File: config.mk
export PLATFORM = sky130hd
export DESIGN_NAME = multicycle_control_unit
export DESIGN_NICKNAME = d
export VERILOG_FILES = /design/src/rtl/ctrl_pkg.sv /design/src/rtl/ctrl_decode.sv /design/src/rtl/multicycle_control_unit.sv
export SDC_FILE = /design/constraint.sdc
export NUM_CORES = 1
export LEC_CHECK = 0
export CAP_MARGIN = 40
export CORE_MARGIN = 2
export CORE_UTILIZATION = 57
export CTS_BUF_LIST = sky130_fd_sc_hd__clkbuf_8
export CTS_CLUSTER_DIAMETER = 150
export CTS_CLUSTER_SIZE = 28
export DETAILED_ROUTE_END_ITERATION = 6
export PLACE_DENSITY = 0.88
export REMOVE_ABC_BUFFERS = 1
export SLEW_MARGIN = 20
export SYNTH_ARGS = -nofsm -noshare
export SYNTH_HDL_FRONTEND = slang
export SYNTH_SLANG_ARGS = --single-unit
File: constraint.sdc
create_clock -name clk -period 4.9 [get_ports clk]
set_input_delay 1.225 -clock clk [delete_from_list [all_inputs] [get_ports clk]]
set_output_delay 1.225 -clock clk [all_outputs]
set_load 0.05 [all_outputs]
File: src/rtl/ctrl_pkg.sv
// Shared opcode map, FSM state encoding and control payload types.
package ctrl_pkg;

   localparam logic [3:0] OP_ADD     = 4'b0000;
   localparam logic [3:0] OP_ADDBASE = 4'b0001;
   localparam logic [3:0] OP_SUB     = 4'b0010;
   localparam logic [3:0] OP_ADDI    = 4'b0011;
   localparam logic [3:0] OP_MUL     = 4'b0100;
   localparam logic [3:0] OP_AND     = 4'b0101;
   localparam logic [3:0] OP_SHIFT   = 4'b0110;
   localparam logic [3:0] OP_LOAD    = 4'b0111;
   localparam logic [3:0] OP_LDI     = 4'b1000;
   localparam logic [3:0] OP_STORE   = 4'b1001;
   localparam logic [3:0] OP_STI     = 4'b1010;
   localparam logic [3:0] OP_CLEAR   = 4'b1011;
   localparam logic [3:0] OP_CMP     = 4'b1101;
   localparam logic [3:0] OP_HALT    = 4'b1111;

   typedef enum logic [2:0] {
      ST_FETCH,
      ST_DECODE,
      ST_MEM_PTR,
      ST_MEM,
      ST_EXEC,
      ST_WB,
      ST_HALT
   } state_t;

   // Instruction class produced by the opcode decoder
   typedef struct packed {
      logic is_r_type;
      logic alu_src;
      logic mem_to_reg;
      logic is_load;
      logic is_store;
      logic is_indirect;
      logic is_mul;
      logic is_addbase;
      logic is_halt;
      logic illegal;
   } dec_t;

   // Registered control outputs toward the datapath
   typedef struct packed {
      logic instr_ready;
      logic mem_req;
      logic mem_we;
      logic mem_addr_sel;
      logic pc_write;
      logic reg_write;
      logic mem_to_reg;
      logic alu_src;
      logic reg_dest;
      logic is_r_type;
      logic illegal_op;
      logic halted;
      logic busy;
   } ctrl_out_t;

   localparam ctrl_out_t OUT_RESET = '{instr_ready: 1'b1, default: 1'b0};

   // Width of the multiplier down-counter, which holds MUL_LATENCY-1
   function automatic int unsigned cnt_width(input int unsigned latency);
      return (latency > 2) ? $clog2(latency) : 1;
   endfunction

endpackage

File: src/rtl/ctrl_decode.sv
// Combinational opcode classifier.
module ctrl_decode
   import ctrl_pkg::*;
#(
   parameter int unsigned OPCODE_W    = 4,
   parameter int unsigned INDIRECT_EN = 1
) (
   input  logic [OPCODE_W-1:0] opcode,
   output dec_t                dec
);

   logic       hi_set;
   logic [3:0] lo;

   // Classify the low nibble; any set bit above bit 3 makes the opcode illegal
   always_comb begin
      dec    = '0;
      lo     = opcode[3:0];
      hi_set = (OPCODE_W > 4) ? ((opcode >> 4) != '0) : 1'b0;
      if (hi_set) begin
         dec.illegal = 1'b1;
      end else begin
         case (lo)
            OP_ADD, OP_SUB, OP_AND, OP_SHIFT, OP_CLEAR, OP_CMP: dec.is_r_type = 1'b1;
            OP_MUL: begin
               dec.is_r_type = 1'b1;
               dec.is_mul    = 1'b1;
            end
            OP_ADDI:    dec.alu_src    = 1'b1;
            OP_ADDBASE: dec.is_addbase = 1'b1;
            OP_LOAD: begin
               dec.is_load    = 1'b1;
               dec.mem_to_reg = 1'b1;
            end
            OP_LDI: begin
               if (INDIRECT_EN != 0) begin
                  dec.is_load     = 1'b1;
                  dec.mem_to_reg  = 1'b1;
                  dec.is_indirect = 1'b1;
               end else begin
                  dec.illegal = 1'b1;
               end
            end
            OP_STORE: dec.is_store = 1'b1;
            OP_STI: begin
               if (INDIRECT_EN != 0) begin
                  dec.is_store    = 1'b1;
                  dec.is_indirect = 1'b1;
               end else begin
                  dec.illegal = 1'b1;
               end
            end
            OP_HALT: dec.is_halt = 1'b1;
            default: dec.illegal = 1'b1;
         endcase
      end
   end

endmodule

File: src/rtl/multicycle_control_unit.sv
// Multi-cycle instruction sequencer: fetch, decode, execute, memory, write-back.
module multicycle_control_unit
   import ctrl_pkg::*;
#(
   parameter int unsigned OPCODE_W    = 4,
   parameter int unsigned MUL_LATENCY = 3,
   parameter int unsigned INDIRECT_EN = 1
) (
   input  logic                clk,
   input  logic                rst,
   input  logic                instr_valid,
   output logic                instr_ready,
   input  logic [OPCODE_W-1:0] opcode,
   input  logic                mem_ack,
   output logic                mem_req,
   output logic                mem_we,
   output logic                mem_addr_sel,
   output logic                ir_write,
   output logic                pc_write,
   output logic                reg_write,
   output logic                mem_to_reg,
   output logic                alu_src,
   output logic                reg_dest,
   output logic                is_r_type,
   output logic                illegal_op,
   output logic                halted,
   output logic                busy
);

   localparam int unsigned     CNT_W    = cnt_width(MUL_LATENCY);
   localparam logic [CNT_W-1:0] MUL_LOAD = CNT_W'(MUL_LATENCY - 1);

   state_t          state, next_state;
   dec_t            dec_in, dec_q, dec_next;
   logic [CNT_W-1:0] cnt, cnt_next;
   logic            second_pass, second_pass_next;
   logic            active;
   ctrl_out_t       out_q, out_next;

   ctrl_decode #(
      .OPCODE_W    (OPCODE_W),
      .INDIRECT_EN (INDIRECT_EN)
   ) u_decode (
      .opcode (opcode),
      .dec    (dec_in)
   );

   // State, latched decode, multiplier counter and output registers
   always_ff @(posedge clk) begin
      if (rst) begin
         state       <= ST_FETCH;
         dec_q       <= '0;
         cnt         <= '0;
         second_pass <= 1'b0;
         out_q       <= OUT_RESET;
      end else begin
         state       <= next_state;
         dec_q       <= dec_next;
         cnt         <= cnt_next;
         second_pass <= second_pass_next;
         out_q       <= out_next;
      end
   end

   // Next state, plus outputs derived from the state being entered so they register cleanly
   always_comb begin
      next_state       = state;
      dec_next         = dec_q;
      cnt_next         = cnt;
      second_pass_next = second_pass;
      out_next         = '0;
      active           = 1'b0;

      case (state)
         ST_FETCH: begin
            if (instr_valid) begin
               dec_next         = dec_in;
               second_pass_next = 1'b0;
               next_state       = ST_DECODE;
            end
         end
         ST_DECODE: begin
            if (dec_q.illegal) begin
               next_state = ST_FETCH;
            end else if (dec_q.is_halt) begin
               next_state = ST_HALT;
            end else begin
               next_state = ST_EXEC;
               if (dec_q.is_mul) cnt_next = MUL_LOAD;
            end
         end
         ST_EXEC: begin
            if (dec_q.is_mul && (cnt != '0)) begin
               cnt_next = cnt - CNT_W'(1);
            end else if ((dec_q.is_load || dec_q.is_store || dec_q.is_addbase) && !second_pass) begin
               next_state = dec_q.is_indirect ? ST_MEM_PTR : ST_MEM;
            end else begin
               next_state = ST_WB;
            end
         end
         ST_MEM_PTR: begin
            if (mem_ack) next_state = ST_MEM;
         end
         ST_MEM: begin
            if (mem_ack) begin
               if (dec_q.is_addbase) begin
                  next_state       = ST_EXEC;
                  second_pass_next = 1'b1;
               end else begin
                  // loads write back; stores use WB only for the PC advance
                  next_state = ST_WB;
               end
            end
         end
         ST_WB:   next_state = ST_FETCH;
         ST_HALT: next_state = ST_HALT;
         default: next_state = ST_FETCH;
      endcase

      active                = (next_state != ST_FETCH) && (next_state != ST_HALT);
      out_next.instr_ready  = (next_state == ST_FETCH);
      out_next.mem_req      = (next_state == ST_MEM_PTR) || (next_state == ST_MEM);
      out_next.mem_we       = (next_state == ST_MEM) && dec_next.is_store;
      out_next.mem_addr_sel = (next_state == ST_MEM) && dec_next.is_indirect;
      out_next.reg_write    = (next_state == ST_WB) && !dec_next.is_store;
      out_next.illegal_op   = (next_state == ST_DECODE) && dec_next.illegal;
      out_next.pc_write     = (next_state == ST_WB) || out_next.illegal_op;
      out_next.mem_to_reg   = active && dec_next.mem_to_reg;
      out_next.alu_src      = active && dec_next.alu_src;
      out_next.is_r_type    = active && dec_next.is_r_type;
      out_next.reg_dest     = active && dec_next.is_r_type;
      out_next.halted       = (next_state == ST_HALT);
      out_next.busy         = active;
   end

   // Instruction-register latch must coincide with the accepting cycle
   assign ir_write     = (state == ST_FETCH) && instr_valid && !rst;

   assign instr_ready  = out_q.instr_ready;
   assign mem_req      = out_q.mem_req;
   assign mem_we       = out_q.mem_we;
   assign mem_addr_sel = out_q.mem_addr_sel;
   assign pc_write     = out_q.pc_write;
   assign reg_write    = out_q.reg_write;
   assign mem_to_reg   = out_q.mem_to_reg;
   assign alu_src      = out_q.alu_src;
   assign reg_dest     = out_q.reg_dest;
   assign is_r_type    = out_q.is_r_type;
   assign illegal_op   = out_q.illegal_op;
   assign halted       = out_q.halted;
   assign busy         = out_q.busy;

endmodule

* After elaboration in Yosys (flattened, before gate mapping)
Index checks and enable logic that the tools add are counted.
W data, S select, Z words.
** Word-level totals
- Flip-flop bits (word level) :: 28
- Bits of input ports :: 8
- Logic and storage cells :: 121
** Operators by class
- Add/sub/neg operators :: 1
- Equal/unequal tests :: 31
- Muxes and demuxes :: 30
- Reduce and logical (&&, ||, !) cells :: 34
** Operators by type and width (number)
- $eq A4 B4 Y1 const B :: 6
- $mux W10 :: 2
- $mux W3 :: 6
- $pmux W3 S6 :: 1
- $eq A4 B3 Y1 const B :: 4
- $ne A2 B2 Y1 const B :: 7
- $reduce_or A14 Y1 :: 1
- $mux W1 :: 13
- $eq A3 B2 Y1 const B :: 4
- $eq A3 B3 Y1 const B :: 4
- $logic_and A1 B1 Y1 :: 12
- $mux W2 :: 6
- $eq A4 B2 Y1 const B :: 2
- $reduce_or A7 Y1 :: 1
- $eq A3 B1 Y1 const B :: 2
- $logic_not A3 Y1 :: 2
- $reduce_bool A2 Y1 :: 3
- $reduce_or A2 Y1 :: 3
- $reduce_and A5 Y1 :: 1
- $eq A4 B1 Y1 const B :: 1
- $logic_not A4 Y1 :: 1
- $logic_or A1 B1 Y1 :: 4
- $pmux W2 S2 :: 1
- $reduce_and A4 Y1 :: 1
- 6 further kinds :: 8

* Depth between registers and ports, before layout
- Word-level depth :: 9
- Gate-level depth with buffers :: 7
- Depth with buffers taken out :: 7

* Hierarchy
A second synthesis with hierarchy kept.
** Unflattened totals
- Cells, all modules :: 150
- Area total of the unflattened synthesis :: 1403.8 sq um
** Modules (own cells, without submodules)
- multicycle_control_unit :: instances 1, cells each 130, area an instance 1255.0 sq um, seq. area each 560.5 sq um
- ctrl_decode :: instances 1, cells each 20, area an instance 148.9 sq um, seq. area each 0.0 sq um

* Least setup slack after synthesis
No wires, ideal clock.
- Path kind :: input to output
- Start point :: input instr_valid
- End point :: output ir_write
- Data arrival time :: 2566 ps
- Required time :: 3675 ps
- Slack :: 1109 ps
- Stages :: 5
- Buffers on the path :: 2
- Cells stage by stage :: nand2b_4 -> or3_1 -> clkbuf_2 -> clkbuf_1 -> nor2_1
** Between the ends
- Word-level cells in the longest chain between the ends :: 2
** Ends and longest elaborated chain
- start, declared :: RTL line multicycle_control_unit.sv:11 : input logic instr_valid,
- $logic_and A1 B1 Y1 (2 in a row) :: RTL line multicycle_control_unit.sv:137 : assign ir_write = (state == ST_FETCH) && instr_valid && !rst;
- end, declared :: RTL line multicycle_control_unit.sv:18 : output logic ir_write,
No other way between the ends.

* Worst setup path after layout
Ends and elaborated chain as after synthesis.

==> out/results.ini <==
[run_status]
status=finished clean

[floorplan]
die_h_um=49.23
fp-row-count=16
core_um2=1942
die_x_um=49.23
ios=22
dieArea_um2=2424
initial_utilization_pct=60.05

[finish]
synthToLayoutAreaGrowth_pct=22.43
final_common_cell=dfxtp_1
layout-drive-gt1-share_pct=7.534
nNetsFinal=157
largest_register=dec_q
final_cell_mix=dfxtp_1 (28), clkdlybuf4s50_1 (21), nor2_1 (18), a21oi_1 (9), nor3_1 (6)
top_regs=dec_q x10, state x3, cnt x2
largest_reg_flops=10
antenna_cells=0
fin_util_pct=73.52

[global_routing]
grtUsageTotal_pct=21.84
grt_max_degree=22
grt_pass1_wl_mm=4.112
grt_pass1_vias=978
overflow=0
antenna_found_initial=0

[critical_path]
max_stage_delay_ns=0.81
cp_max_fo=3
cp_top_family=buffers and inverters
r2r-end=pc_write
worstReg2RegStart=state[1]
path_common_cell=clkdlybuf4s50_1
reg2regPathDepth=5
path_cells=clkdlybuf4s50_1 -> nand2b_4 -> or3_1 -> nor2_1 -> clkdlybuf4s50_1
end_kind=output port
critical_path_class=in -> out
cp_num_buf_inv=2
cp.arrival_ns=3.08
required_ns=3.67
endpoint=ir_write
path_depth=5
cp-startpoint=instr_valid
reg2reg_setup_slack_ns=2.87
worst_setup_path_start_kind=input pin
slowest_stage=clkdlybuf4s50_1

[pwr]
leakagePower_uw=0.0005231
power.density_nw_per_um2=348.4
power_uw=497.4
irDropWorstVdd_mv=0.2400

[yosys]
ys_seq_area_share_pct=48.07
synth_warnings=0
synth-seq-cells=28
syn_area_per_cell_um2=9.040
yosysTopAreaCell=dfxtp_1
synth_top_area_share_pct=48.07
synthTopCellsByArea=dfxtp_1 (48%), nor2_1 (5.8%), a21oi_1 (3.9%)
netlist_area_um2=1166
synth_cell_types=40
synth_cells=129

[job]
cap_violations=0

[sta]
tightest_slew_ns=0.8657
period_share_pct=87.93
final_hold_viol_count=0
slew_headroom_pct=42.29
clock_skew_ns=0.004720
fin_tns_setup_ns=0
drv_slew=0
max_freq_mhz=232.1
holdWs_ns=0.4586
period_needed_ns=4.308
rsz0062_at_grt=false
setup_violations=0

[route]
wl_per_cell_um=14.05
dr.pass1.iters=4
num_vias=995
ant_nets=0
viasPerCell=5.751
drtIter0Drc=26
drt-total-wl_mm=2.430
drc=0

[clock_network]
clock-sinks=28
post_cts_resized=0
cts_tree=built
postCtsSetupBuffers=0
clk_path_buf_depth=2
clk_pin_slew_worst_paths_ns=0.08
numCtsBuffers=3
cts-root-buf=clkbuf_8
cts_max_level=1
clk_latency_ns=0.26
cts.hold.buffers_added=0

[worst_hold_path]
hold_path.class=reg -> reg

[placed_design]
gp_congestion=0.8914
dp_hpwl_mm=1.803
port_buffers=21

-- stage by stage --
| stage | instances | area [um^2] | setup WS, ns |
|---|---|---|---|
| after global routing | 173 | 1428 | 0.5390 |
| after CTS | 173 | 1428 | 0.5644 |
| after global placement | 170 | 1386 | 0.6036 |
| final | 173 | 1428 | 0.5916 |
| after floorplan | 120 | 1127 | 1.216 |
| after detailed placement | 170 | 1386 | 0.5699 |
-- layout make-up --
type | instances | area [um^2]
clock buffer | 3 | 41.29
fill | 153 | 514.2
inverter | 5 | 18.77
multi-input combinational | 87 | 548.0
sequential | 28 | 560.5
tap | 27 | 33.78
timing repair buffer | 23 | 225.2
-- layer usage --
| metal | vias up | GRT usage, % | share of wire (%) |
|---|---|---|---|
| met5 | - | 0 | 0 |
| met4 | 0 | 7.619 | 0.53 |
| met3 | 2 | 3.067 | 3.6 |
| met2 | 32 | 40.99 | 52 |
| met1 | 468 | 24.80 | 43 |
| li1 | 493 | - | - |
-- report_power, final --
part / switching [uW] / internal (uW)
clock: 61.0 / 55.0
combinational: 84.0 / 46.8
sequential: 8.64 / 242
-- worst min-delay path by stage --
| stage | to | from | depth (start not counted) | slack, ns |
|---|---|---|---|---|
| after floorplan | dec_q[8] | dec_q[8] | 2 | 0.43 |
| after global placement | dec_q[8] | dec_q[8] | 2 | 0.44 |
| after detailed placement | dec_q[8] | dec_q[8] | 2 | 0.45 |
| after CTS | dec_q[8] | dec_q[8] | 2 | 0.46 |
| after global routing | dec_q[8] | dec_q[8] | 2 | 0.49 |
| final | dec_q[8] | dec_q[8] | 2 | 0.46 |
-- cell families after synthesis --
family | share of synthesized area, %
adder cells (fa/ha/maj) | 1.073
multiplexers | 0.8584
AO/OA/AOI/OAI | 18.88
AND/OR/NAND/NOR | 24.68
buffers and inverters | 4.935
flip-flops | 48.07
XOR/XNOR | 1.502
-- synth_stat cells, drive strengths merged --
library cell / count
dfxtp: 28
nor2: 18
a21oi: 10
clkbuf: 7
nand2b: 6
nor3: 6
inv: 5
nand2: 4
nor4: 4
nor4b: 3
o21a: 3
o21ai: 3
a211oi: 2
a21boi: 2
a21o: 2
a22oi: 2
buf: 2
nand3: 2
nand3b: 2
nor2b: 2
xnor2: 2
a221oi: 1
a31o: 1
a31oi: 1
ha: 1
mux2i: 1
nor3b: 1
o22a: 1
o31ai: 1
o32a: 1
o32ai: 1
or2: 1
or2b: 1
or3: 1
or4b: 1
-- worst register-to-register path: stages, from the launching register on --
cell and delay, ns:
dfxtp_1 0.43, or3_1 0.46, buf_4 0.21, nor4b_1 0.67
inv_1 0.10, o31ai_1 0.09
Power figures use the tool's default switching activity.
